===== src/rtl/bufferoutput.sv =====
// Output sample buffer: rounds/saturates filter accumulator results to DWIDTH,
// queues them with their stream tag and emits them over a req/ack handshake.
module bufferoutput #(
   parameter int DWIDTH         = 16,
   parameter int DDWIDTH        = 2 * DWIDTH,
   parameter int NR_STREAMS     = 16,
   parameter int NR_STREAMS_LOG = 4,
   parameter int FRAC_BITS      = 15,
   parameter int ADDR_BITS      = 4
) (
   input  logic                      clk,
   input  logic                      rst,
   input  logic                      enable,
   output logic                      req_in,
   input  logic                      ack_in,
   input  logic [DDWIDTH-1:0]        data_in,
   output logic                      req_out,
   input  logic                      ack_out,
   output logic [DWIDTH-1:0]         data_out,
   output logic [NR_STREAMS_LOG-1:0] stream_out,
   output logic                      sat_flag
);

   localparam int DEPTH = 2 ** ADDR_BITS;
   localparam logic [ADDR_BITS:0]          FULL_CNT    = (ADDR_BITS+1)'(DEPTH);
   localparam logic [ADDR_BITS:0]          CNT_ONE     = (ADDR_BITS+1)'(1);
   localparam logic [ADDR_BITS-1:0]        PTR_ONE     = ADDR_BITS'(1);
   localparam logic [NR_STREAMS_LOG-1:0]   LAST_STREAM = NR_STREAMS_LOG'(NR_STREAMS - 1);
   localparam logic [NR_STREAMS_LOG-1:0]   STREAM_ONE  = NR_STREAMS_LOG'(1);
   localparam logic signed [DDWIDTH:0]     RND_C       = (DDWIDTH+1)'(1) << (FRAC_BITS - 1);
   localparam logic signed [DDWIDTH:0]     SAT_MAX     = {{(DDWIDTH-DWIDTH+2){1'b0}}, {(DWIDTH-1){1'b1}}};
   localparam logic signed [DDWIDTH:0]     SAT_MIN     = {{(DDWIDTH-DWIDTH+2){1'b1}}, {(DWIDTH-1){1'b0}}};

   logic [DWIDTH-1:0]         mem_data_q [DEPTH];
   logic [NR_STREAMS_LOG-1:0] mem_strm_q [DEPTH];

   logic [ADDR_BITS-1:0]      wr_ptr_q, wr_ptr_d;
   logic [ADDR_BITS-1:0]      rd_ptr_q, rd_ptr_d;
   logic [ADDR_BITS:0]        count_q, count_d;
   logic [NR_STREAMS_LOG-1:0] in_strm_q, in_strm_d;
   logic                      req_out_q, req_out_d;
   logic [DWIDTH-1:0]         data_out_q, data_out_d;
   logic [NR_STREAMS_LOG-1:0] stream_out_q, stream_out_d;
   logic                      sat_flag_q, sat_flag_d;

   logic                      wr_en, rd_en, stage_free;
   logic signed [DDWIDTH:0]   ext, rnd, shd;
   logic [DWIDTH-1:0]         conv_data;
   logic                      conv_sat;

   assign req_in     = rst & enable & (count_q != FULL_CNT);
   assign wr_en      = req_in & ack_in;
   assign stage_free = ~req_out_q | ack_out;
   assign rd_en      = stage_free & (count_q != '0);

   // Extra sign bit keeps the round-half-up add from overflowing before the shift.
   always_comb begin
      ext       = {data_in[DDWIDTH-1], data_in};
      rnd       = ext + RND_C;
      shd       = rnd >>> FRAC_BITS;
      conv_data = shd[DWIDTH-1:0];
      conv_sat  = 1'b0;
      if (shd > SAT_MAX) begin
         conv_data = {1'b0, {(DWIDTH-1){1'b1}}};
         conv_sat  = 1'b1;
      end else if (shd < SAT_MIN) begin
         conv_data = {1'b1, {(DWIDTH-1){1'b0}}};
         conv_sat  = 1'b1;
      end
   end

   always_comb begin
      wr_ptr_d     = wr_ptr_q;
      rd_ptr_d     = rd_ptr_q;
      count_d      = count_q;
      in_strm_d    = in_strm_q;
      req_out_d    = req_out_q;
      data_out_d   = data_out_q;
      stream_out_d = stream_out_q;
      sat_flag_d   = sat_flag_q | (wr_en & conv_sat);

      if (wr_en) begin
         wr_ptr_d  = wr_ptr_q + PTR_ONE;
         in_strm_d = (in_strm_q == LAST_STREAM) ? '0 : in_strm_q + STREAM_ONE;
      end

      if (stage_free) begin
         req_out_d = rd_en;
         if (rd_en) begin
            data_out_d   = mem_data_q[rd_ptr_q];
            stream_out_d = mem_strm_q[rd_ptr_q];
            rd_ptr_d     = rd_ptr_q + PTR_ONE;
         end
      end

      case ({wr_en, rd_en})
         2'b10:   count_d = count_q + CNT_ONE;
         2'b01:   count_d = count_q - CNT_ONE;
         default: count_d = count_q;
      endcase
   end

   always_ff @(posedge clk) begin
      if (!rst) begin
         wr_ptr_q     <= '0;
         rd_ptr_q     <= '0;
         count_q      <= '0;
         in_strm_q    <= '0;
         req_out_q    <= 1'b0;
         data_out_q   <= '0;
         stream_out_q <= '0;
         sat_flag_q   <= 1'b0;
      end else begin
         wr_ptr_q     <= wr_ptr_d;
         rd_ptr_q     <= rd_ptr_d;
         count_q      <= count_d;
         in_strm_q    <= in_strm_d;
         req_out_q    <= req_out_d;
         data_out_q   <= data_out_d;
         stream_out_q <= stream_out_d;
         sat_flag_q   <= sat_flag_d;
      end
   end

   // Storage needs no reset: entries are only read once count marks them valid.
   always_ff @(posedge clk) begin
      if (wr_en) begin
         mem_data_q[wr_ptr_q] <= conv_data;
         mem_strm_q[wr_ptr_q] <= in_strm_q;
      end
   end

   assign req_out    = req_out_q;
   assign data_out   = data_out_q;
   assign stream_out = stream_out_q;
   assign sat_flag   = sat_flag_q;

endmodule


===== config.mk =====
export PLATFORM = sky130hd
export DESIGN_NAME = bufferoutput
export DESIGN_NICKNAME = d
export VERILOG_FILES = /design/src/rtl/bufferoutput.sv
export SDC_FILE = /design/constraint.sdc
export NUM_CORES = 1
export LEC_CHECK = 0
export ABC_AREA = 1
export CORE_AREA = 4 4 177 179
export DETAILED_ROUTE_END_ITERATION = 12
export DIE_AREA = 0 0 181 183
export PLACE_DENSITY = 0.66
export SLEW_MARGIN = 40
export SYNTH_ARGS = -nofsm -noshare
export SYNTH_HDL_FRONTEND = slang
export SYNTH_SLANG_ARGS = --single-unit

===== constraint.sdc =====
create_clock -name clk -period 6.2 [get_ports clk]
set_input_delay 1.86 -clock clk [delete_from_list [all_inputs] [get_ports clk]]
set_output_delay 1.86 -clock clk [all_outputs]
set_load 0.005 [all_outputs]

# Word level (Yosys, flattened, before mapping)
# Memories as Yosys holds them, arrays and structs flattened. A register that Yosys moved wholly into a read port is not among the register bits.
# Cells that the tools add are included.
dict set report totals {
  output_inout_bits 23
  mem_bits_rw 320
  reg_bits 19
  mem_count 2
}
# memory words width rd rd_ports_with_merged_regs write_ports line_no
set mem_list {}
lappend mem_list {mem_data_q 16 16 1 1 1 34} ;# logic [DWIDTH-1:0] mem_data_q [DEPTH];
lappend mem_list {mem_strm_q 16 4 1 1 1 35} ;# logic [NR_STREAMS_LOG-1:0] mem_strm_q [DEPTH];
dict set report op_classes {
  add_sub_neg 6
  reduce_logical 5
  mux 8
  eq_ne 4
  bitwise 8
  n_lt_le_gt_ge 2
}
# operator n
set ops {}
lappend ops {{adder 32 x 16 -> 33 bit (second input constant)} 1}
lappend ops {{two-way mux 16 bit} 2}
lappend ops {{> comparator 18 x 16 -> 1 bit (second input constant)} 1}
lappend ops {{< comparator 18 x 16 -> 1 bit (second input constant)} 1}
lappend ops {{adder 4 x 1 -> 4 bit (second input constant)} 3}
lappend ops {{case mux 5 bit (2 select lines)} 1}
lappend ops {{adder 5 x 1 -> 5 bit (second input constant)} 1}
lappend ops {{AND 1 bit} 5}
lappend ops {{inequality test 5 bit (second input constant)} 1}
lappend ops {{nonzero test 5 bit} 1}
lappend ops {{subtractor 5 x 1 -> 5 bit (second input constant)} 1}
lappend ops {{equality test 4 bit (second input constant)} 1}
lappend ops {{two-way mux 1 bit} 4}
lappend ops {{two-way mux 4 bit} 1}
lappend ops {{equality test 2 x 1 -> 1 bit (second input constant)} 1}
lappend ops {{equality test 2 bit (second input constant)} 1}
lappend ops {{logical NOT 1 bit} 2}
lappend ops {{OR 1 bit} 2}
lappend ops {{AND reduction 2 bit} 1}
lappend ops {{nonzero test 2 bit} 1}
lappend ops {{inverter 1 bit} 1}

# Longest topological paths before layout
# Gate-level depths: netlist of run 1.
dict set report depth {
  word_depth 6
  depth_mapped 15
}

# Worst setup path before layout of run 1
# OpenSTA, ideal clock, no wires.
dict set report synth_timing {
  kind {input to output}
  start {in rst}
  end {out req_in}
  required_ps 4340
  arrival_time_ps 2042
  path_buffers 0
  setup_slack_ps 2298
  path_stages 4
  path_cell_list {nand2_1 > inv_1 > nand2_1 > inv_1}
}
dict set report synth_between {
  elab_chain_len 2
}
# item line_no
set synth_rtl {}
lappend synth_rtl {{start: declaration} 12} ;# input logic rst,
lappend synth_rtl {{AND 1 bit (2 in series)} 51} ;# assign req_in = rst & enable & (count_q != FULL_CNT);
lappend synth_rtl {{end: declaration} 14} ;# output logic req_in,
# No other way between the ends.

# Final worst setup path of run 1
# Ends and elaborated chain as after synthesis.

==> results.toml, run 1 <==
[outcome]
outcome = "finished, final reports clean"

[layout]
seqCellArea_um2 = 10400
diodes = 0
area_growth_pct = 14.12
layout-drive-gt1-share_pct = 10.99
layout.nets = 1295
fin_cells = 1664
multiInputGateArea_um2 = 3849
fillers = 2397
utilization_pct = 56.94

[global_route]
grt_pass1_wl_um = 53940
grt_overflow = 0
grt_usage_pct = 20.90
grt_antenna_before_repair = 0
grt_max_degree = 95
grt_pass1_vias = 9404

[clock_network]
cts_resized = 0
holdBufCountCts = 0
cts_tree = "built"
cts.reportedPaths.clkPinSlew_ns = 0.06
cts-root-buf = "clkbuf_16"
cts_htree_levels = 2
post_cts_buffers = 0
clock_latency_ns = 0.52
cts_buffer_depth = 3
cts.sinks = 359
numCtsBuffers = 37

[worst_setup_path]
critPathLaunch = "rst"
timing.rr.start = "rd_ptr_q[0]"
reg2reg_depth = 8
worstPathRequired_ns = 4.34
cp-end-kind = "output pin"
critPathMaxFanout = 12
arrival_ns = 3.21
criticalPathCategory = "input port to output pin"
cp-start-kind = "input port"
r2r_setup_slack_ns = 3.38

[floorplanning]
die_h_um = 183
ios = 60
die-area_um2 = 33120
core_area_um2 = 29560
dieWidth_um = 181
fp-row-count = 63
start_util_pct = 49.90

[route]
postRouteAntennaNets = 0
drt_iter0_drc = 959
drc_errors = 0
firstDrtPassIters = 6
wl_per_cell_um = 21.02
vias = 9631
drt-vias-per-instance = 5.788
wl_um = 34980

[logic_synthesis]
synth_top_flop_cell = "edfxtp_1"
ys_seq_elements = 359
post-synth-top-count-cell = "edfxtp_1"
synth_edf_count = 320
syn_nets = 1260
yosysTopAreaCell = "edfxtp_1"
syn_inst = 1211
synth_top_area_share_pct = 65.15
synth_cell_types = 36
synth.area.top_cells = "edfxtp_1 (65%), nor2_1 (5.9%), o21ai_0 (5.8%), dfxtp_1 (5.3%), o221ai_1 (3.4%)"
ys_seq_area_share_pct = 70.44
avgSynthCellArea_um2 = 12.18
synth_area_um2 = 14750
synth_warnings = 0
synthTopCellsByCount = "edfxtp_1 (320), nor2_1 (233), o21ai_0 (171), nand2_1 (73), o221ai_1 (57)"
async_flop_share_pct = 0

[sta]
rsz0062_at_grt = "no"
fin_ws_ns = 1.128
min_period_ns = 5.072
slew-limit-headroom_pct = 42.92
finalHoldViolations = 0
whs_ns = 0.4537
setup_violations = 0
worstMarginPinSlew_ns = 0.8553
slew_violations = 0
skew_ns = 0.008401
fin_setup_tns_ns = 0
clock.fmax_mhz = 197.2
period_share_pct = 81.81

[power_and_ir_drop]
p_int_mw = 4.594
power_density_nw_per_um2 = 395.6
power.leakage_nw = 5.663
peakVddDrop_uv = 271.0
sw_frac_of_total_pct = 31.01
clockPowerShare_pct = 32.7
p_seq_share_pct = 42.9
p_switching_mw = 2.065
p_comb_share_pct = 24.4

[job]
cap_violations = 0

[min_path]
min-delay-start = "sat_flag"
hold_depth = 2
hold_path.class = "flop to flop"

[placed_design]
gp_congestion = 0.8103
dp.cells = 1597
dp_hpwl_um = 19190
dp_slack_ns = 1.092
portBuffers = 45
[placed cells by master (no fill, tap or decap), drive strengths merged, types with 11 or more instances in the layout]
master	count
clkdlybuf4s50	45
edfxtp	320
o22ai	24
nand3	53
nand2	80
clkbuf	57
a21oi	14
o221ai	57
ha	11
o21ai	186
buf	26
nor2	241
dfxtp	39
o211ai	23
inv	60
[cells by family after synthesis]
family                   Yosys count  share of synthesized area (%)
adder cells (fa/ha/maj)           12                          1.069
buffers and inverters            135                          3.877
AO/OA/AOI/OAI                    306                          12.74
XOR/XNOR                          16                         0.9502
flip-flops                       359                          70.44
AND/OR/NAND/NOR                  383                          10.92
[stage by stage]
step | total power [mW] | area, um^2
finish | 6.658 | 16830
global placement | 4.496 | 15590
CTS | 6.701 | 16820
detailed placement | 4.532 | 15610
global route | 7.010 | 16830
floorplan | 4.004 | 14750
[critical path: stages]
cell,delay (ns)
clkdlybuf4s50_1,0.45
buf_4,0.18
nand2_1,0.07
inv_1,0.05
nand2_1,0.07
inv_1,0.05
clkdlybuf4s50_1,0.49
[flip-flops by register name, summed over array words and instances, names as in the netlist]
name / cells
count_q: 5
data_out: 16
in_strm_q: 4
mem_data_q: 256
mem_strm_q: 64
rd_ptr_q: 4
req_out: 1
sat_flag: 1
stream_out: 4
wr_ptr_q: 4
[power by group through the flow]
| stage | combinational [mW] | sequential (mW) | clock, mW |
|---|---|---|---|
| floorplan | 1.17 | 2.84 | 0 |
| global placement | 1.60 | 2.90 | 0 |
| detailed placement | 1.63 | 2.91 | 0 |
| CTS | 1.63 | 2.86 | 2.21 |
| global route | 1.82 | 2.87 | 2.32 |
| finish | 1.62 | 2.85 | 2.18 |
[area by class of cell]
type | count | area share, %
clock buffers | 57 | 6.557
repair buffers | 71 | 3.903
multi-input cells | 717 | 22.87
flip-flops and latches | 359 | 61.77
well taps | 390 | 2.899
inverters | 60 | 1.390
clock inverters | 10 | 0.6170
[layer usage]
metal	track usage (%)	wire, um	vias up
met1	29.10	14820	4729
met4	6.034	914	0
met3	2.578	2462	65
met2	35.17	16790	355
met5	0	0	-
li1	-	-	4482
[final timing paths]
| path | end |
|---|---|
| setup / recovery | req_in |
| hold reg to reg | sat_flag |
| hold / removal | sat_flag |
| setup reg to reg | data_out[1] |
(Power assumes the default switching activity.)
==> run 2: changes to the inputs <==
==> constraint.sdc (replaced) <==
create_clock -name clk -period 4.9 [get_ports clk]
set_input_delay 1.47 -clock clk [delete_from_list [all_inputs] [get_ports clk]]
set_output_delay 1.47 -clock clk [all_outputs]
set_load 0.005 [all_outputs]
==> results.toml, run 2 (same netlist as run 1, synthesis figures left out) <==
[clock_network]
cts_buffer_depth = 3
cts_tree = "built"
cts-root-buf = "clkbuf_16"
numCtsBuffers = 38
cts_resized = 0
cts.sinks = 359
cts.reportedPaths.clkPinSlew_ns = 0.06
holdBufCountCts = 0
post_cts_buffers = 0
clock_latency_ns = 0.52
cts_htree_levels = 2

[worst_setup_path]
cp_cell_sequence = "clkdlybuf4s50_1 > nand2_1 > inv_1 > nand2_1 > inv_1 > clkdlybuf4s50_1"
worstPathRequired_ns = 3.43
critPathMaxFanout = 2
slowest_delay_ns = 0.49
cp-end-kind = "output pin"
crit_path_top_delay_cell = "clkdlybuf4s50_1"
cp-start-kind = "input port"
timing.rr.start = "count_q[1]"
worst_path_dominant_cell_family = "buffers and inverters"
critPathLaunch = "rst"
criticalPathCategory = "input port to output pin"
arrival_ns = 2.64
cp_num_buf_inv = 4

[layout]
diodes = 0
utilization_pct = 57.43
top_register = "mem_data_q"
layout_commonest_cell = "edfxtp_1"
fin_cells = 1675
layout.nets = 1305
layout-drive-gt1-share_pct = 11.36
area_growth_pct = 15.09
largest_register_ffs = 256
final_cell_mix = "edfxtp_1 (320), nor2_1 (217), o21ai_0 (171)"

[global_route]
grt_overflow = 0
grt_max_degree = 109
grt_antenna_before_repair = 0
grt_pass1_wl_um = 54800
grt_usage_pct = 21.22
grt_pass1_vias = 9263

[sta]
worstMarginPinSlew_ns = 0.8497
fin_ws_ns = 0.7902
setup_violations = 0
finalHoldViolations = 0
fin_setup_tns_ns = 0
min_period_ns = 4.110
clock.fmax_mhz = 243.3
slew_violations = 0
slew-limit-headroom_pct = 43.35
period_share_pct = 83.87
skew_ns = 0.01460
whs_ns = 0.4788
rsz0062_at_grt = "no"

[power_and_ir_drop]
power_density_nw_per_um2 = 505.0
peakVddDrop_uv = 389.3
power.leakage_nw = 5.738

[route]
vias = 9760
wl_um = 35800
firstDrtPassIters = 5
drc_errors = 0
postRouteAntennaNets = 0
drt-vias-per-instance = 5.827
drt_iter0_drc = 1186
wl_per_cell_um = 21.37

[placed_design]
dp.cells = 1606
dp_hpwl_um = 19450
gp_congestion = 0.7907
dp_slack_ns = 0.7413
portBuffers = 45

[floorplanning]
fp-row-count = 63
die-area_um2 = 33120
core_area_um2 = 29560
start_util_pct = 49.90
die_h_um = 183
dieWidth_um = 181
ios = 60

[job]
cap_violations = 0

[min_path]
hold_path.class = "flop to flop"
min-delay-start = "sat_flag"

[outcome]
outcome = "finished, final reports clean"
[run 2: path summary, 6_finish.rpt]
path	end	slack [ns]	cells past startpoint
hold reg to reg	sat_flag	0.48	2
setup reg to reg	count_q[4]	2.09	16
setup / recovery	req_in	0.79	6
hold / removal	sat_flag	0.48	2
[run 2: through the flow]
step	total power [mW]	area, um^2
floorplan	5.067	14750
global placement	5.694	15690
detailed placement	5.746	15710
CTS	8.620	16970
global route	9.009	16980
finish	8.572	16980
[run 2: metal layers]
layer	share of wire [%]	wire, um	global-route usage, %	vias up
met3	6.8	2444	2.955	70
met4	2.7	969	6.635	0
met1	42	15000	29.54	4810
li1	-	-	-	4511
met2	49	17380	35.20	369
met5	0	0	0	-
[run 2: cell type report]
cell class | instances | area [um^2]
clock buffers | 56 | 1097
clock inverters | 13 | 165.2
fillers | 2374 | 12580
inverters | 60 | 235.2
multi-input cells | 717 | 3835
flip-flops and latches | 359 | 10400
well taps | 390 | 488.0
repair buffers | 80 | 758.2
[run 2: report_power, final]
| group | leakage, nW | internal, mW | switching (mW) |
|---|---|---|---|
| logic | 1.91 | 0.691 | 1.40 |
| registers | 3.21 | 3.47 | 0.129 |
| clock network | 0.614 | 1.76 | 1.12 |
[run 2: worst register-to-register path, cell delays in order (launching register included)]
cell and delay, ns:
dfxtp_1 0.33, nor4_1 0.45, nand2_1 0.15, nand2_1 0.11
nor2_1 0.05, buf_4 0.18, inv_2 0.14, ha_1 0.25
inv_1 0.10, fa_1 0.41, nor2_1 0.12, a211oi_1 0.06
nand2_1 0.06, nand2_1 0.05, o21ai_0 0.14, nand2_1 0.07
nor2_1 0.08
==> run 3: changes to the inputs <==
==> constraint.sdc (replaced) <==
create_clock -name clk -period 3.86 [get_ports clk]
set_input_delay 1.158 -clock clk [delete_from_list [all_inputs] [get_ports clk]]
set_output_delay 1.158 -clock clk [all_outputs]
set_load 0.005 [all_outputs]
==> results.toml, run 3 (same netlist as run 1, synthesis figures left out) <==
[route]
postRouteAntennaNets = 0
firstDrtPassIters = 5
drt_iter0_drc = 1023
wl_met3_um = 2157
wl_per_cell_um = 20.86
drt-vias-per-instance = 5.771
drc_errors = 0
wl_um = 35350
wl_met1_um = 14830
vias = 9776
highest_layer = "met4"
met2_length_um = 17310

[clock_network]
post_cts_buffers = 0
cts.reportedPaths.clkPinSlew_ns = 0.05
cts_tree = "built"
cts_resized = 0
cts.sinks = 359
holdBufCountCts = 0
cts-root-buf = "clkbuf_16"
clock_latency_ns = 0.52
numCtsBuffers = 37
cts_htree_levels = 2
cts_buffer_depth = 3

[layout]
final_cell_mix = "edfxtp_1 (320), nor2_1 (217), o21ai_0 (171)"
layout.nets = 1324
layout_commonest_cell = "edfxtp_1"
largest_register_ffs = 256
layout-drive-gt1-share_pct = 12.35
top_register = "mem_data_q"
final_cell_area_um2 = 16990
fillers = 2407
area_growth_pct = 15.16
diodes = 0

[global_route]
grt_pass1_wl_um = 54670
grt_overflow = 0
grt_antenna_before_repair = 0
grt_max_degree = 83
grt_pass1_vias = 9487
grt_usage_pct = 21.05

[worst_setup_path]
cp_cell_sequence = "clkdlybuf4s50_1 > nand2_1 > inv_1 > nand2_1 > inv_1 > clkdlybuf4s50_1"
r2r_setup_slack_ns = 1.20
cp-end-kind = "output pin"
cp-start-kind = "input port"
critPathMaxFanout = 2
slowest_delay_ns = 0.49
criticalPathCategory = "input port to output pin"
worstPathRequired_ns = 2.70
crit_path_top_delay_cell = "clkdlybuf4s50_1"
arrival_ns = 2.33

[power_and_ir_drop]
total_power_mw = 10.64
power.leakage_nw = 5.793
power_density_nw_per_um2 = 626.5
peakVddDrop_uv = 498.4

[floorplanning]
dieWidth_um = 181
fp-row-count = 63
die-area_um2 = 33120
start_util_pct = 49.90
die_h_um = 183
core_area_um2 = 29560
ios = 60

[sta]
setup_violations = 0
period_share_pct = 90.38
min_period_ns = 3.489
finalHoldViolations = 0
slew_violations = 0
skew_ns = 0.02190
whs_ns = 0.4620
slew-limit-headroom_pct = 43.09
clock.fmax_mhz = 286.6
fin_ws_ns = 0.3712
rsz0062_at_grt = "no"
fin_setup_tns_ns = 0
worstMarginPinSlew_ns = 0.8537

[min_path]
hold_path.class = "flop to flop"

[placed_design]
portBuffers = 45
dp_hpwl_um = 19860
dp_slack_ns = 0.2679
gp_congestion = 0.8299
dpl_cell_area_um2 = 15820

[job]
cap_violations = 0

[outcome]
outcome = "finished, final reports clean"
[run 3: cell count changes in the layout (fill, tap and decap cells not counted), moves of 2 or more]
| cell | previous run | this run |
|---|---|---|
| o21ai_1 | 4 | 6 |
| clkbuf_1 | 10 | 8 |
| clkinv_2 | 4 | 9 |
| clkbuf_8 | 5 | 1 |
| clkbuf_4 | 2 | 0 |
| o21ai_2 | 11 | 9 |
| buf_4 | 30 | 53 |
| bufinv_16 | 4 | 2 |
| buf_12 | 3 | 1 |
| clkinv_1 | 5 | 10 |
[run 3: layout make-up]
cell class                      instances  area (um^2)  area share, %
Sequential cell                       359        10400          61.21
Inverter                               60        232.7          1.370
Clock buffer                           48         1020          6.004
Timing Repair Buffer                  100        879.6          5.179
Multi-Input combinational cell        717         3827          22.53
Clock inverter                         20        141.4         0.8324
Tap cell                              390        488.0          2.873
[run 3: metrics by stage]
stage / instances / utilization [%]
2_1_floorplan: 1211 / -
5_1_grt: 1694 / 57.46
6_report: 1694 / 57.46
4_1_cts: 1694 / 57.46
3_3_place_gp: 1626 / 53.52
3_5_place_dp: 1626 / 53.53
[run 3: power by group]
| group | switching, mW | internal (mW) | total [mW] | leakage (nW) |
|---|---|---|---|---|
| combinational | 1.78 | 0.902 | 2.69 | 2.01 |
| sequential | 0.158 | 4.40 | 4.56 | 3.21 |
| clock | 1.40 | 2.00 | 3.39 | 0.573 |
| total | 3.34 | 7.30 | 10.6 | 5.79 |
[run 3: worst paths after layout]
kind,start,endpoint,cells past startpoint
setup / recovery,rst,req_in,6
hold / removal,sat_flag,sat_flag,2
setup reg to reg,count_q[1],count_q[4],15
hold reg to reg,sat_flag,sat_flag,2
[run 3: metal layers]
layer  GRT usage, %  vias to the layer above
li1               -                     4560
met1          29.00                     4850
met2          35.36                      302
met3          2.777                       64
met4          6.575                        0
met5              0                        -
[run 3: worst max-delay path: cells and delay by family]
family,cells,cell delay (ns)
buffers and inverters,4,1.06
AND/OR/NAND/NOR,2,0.12
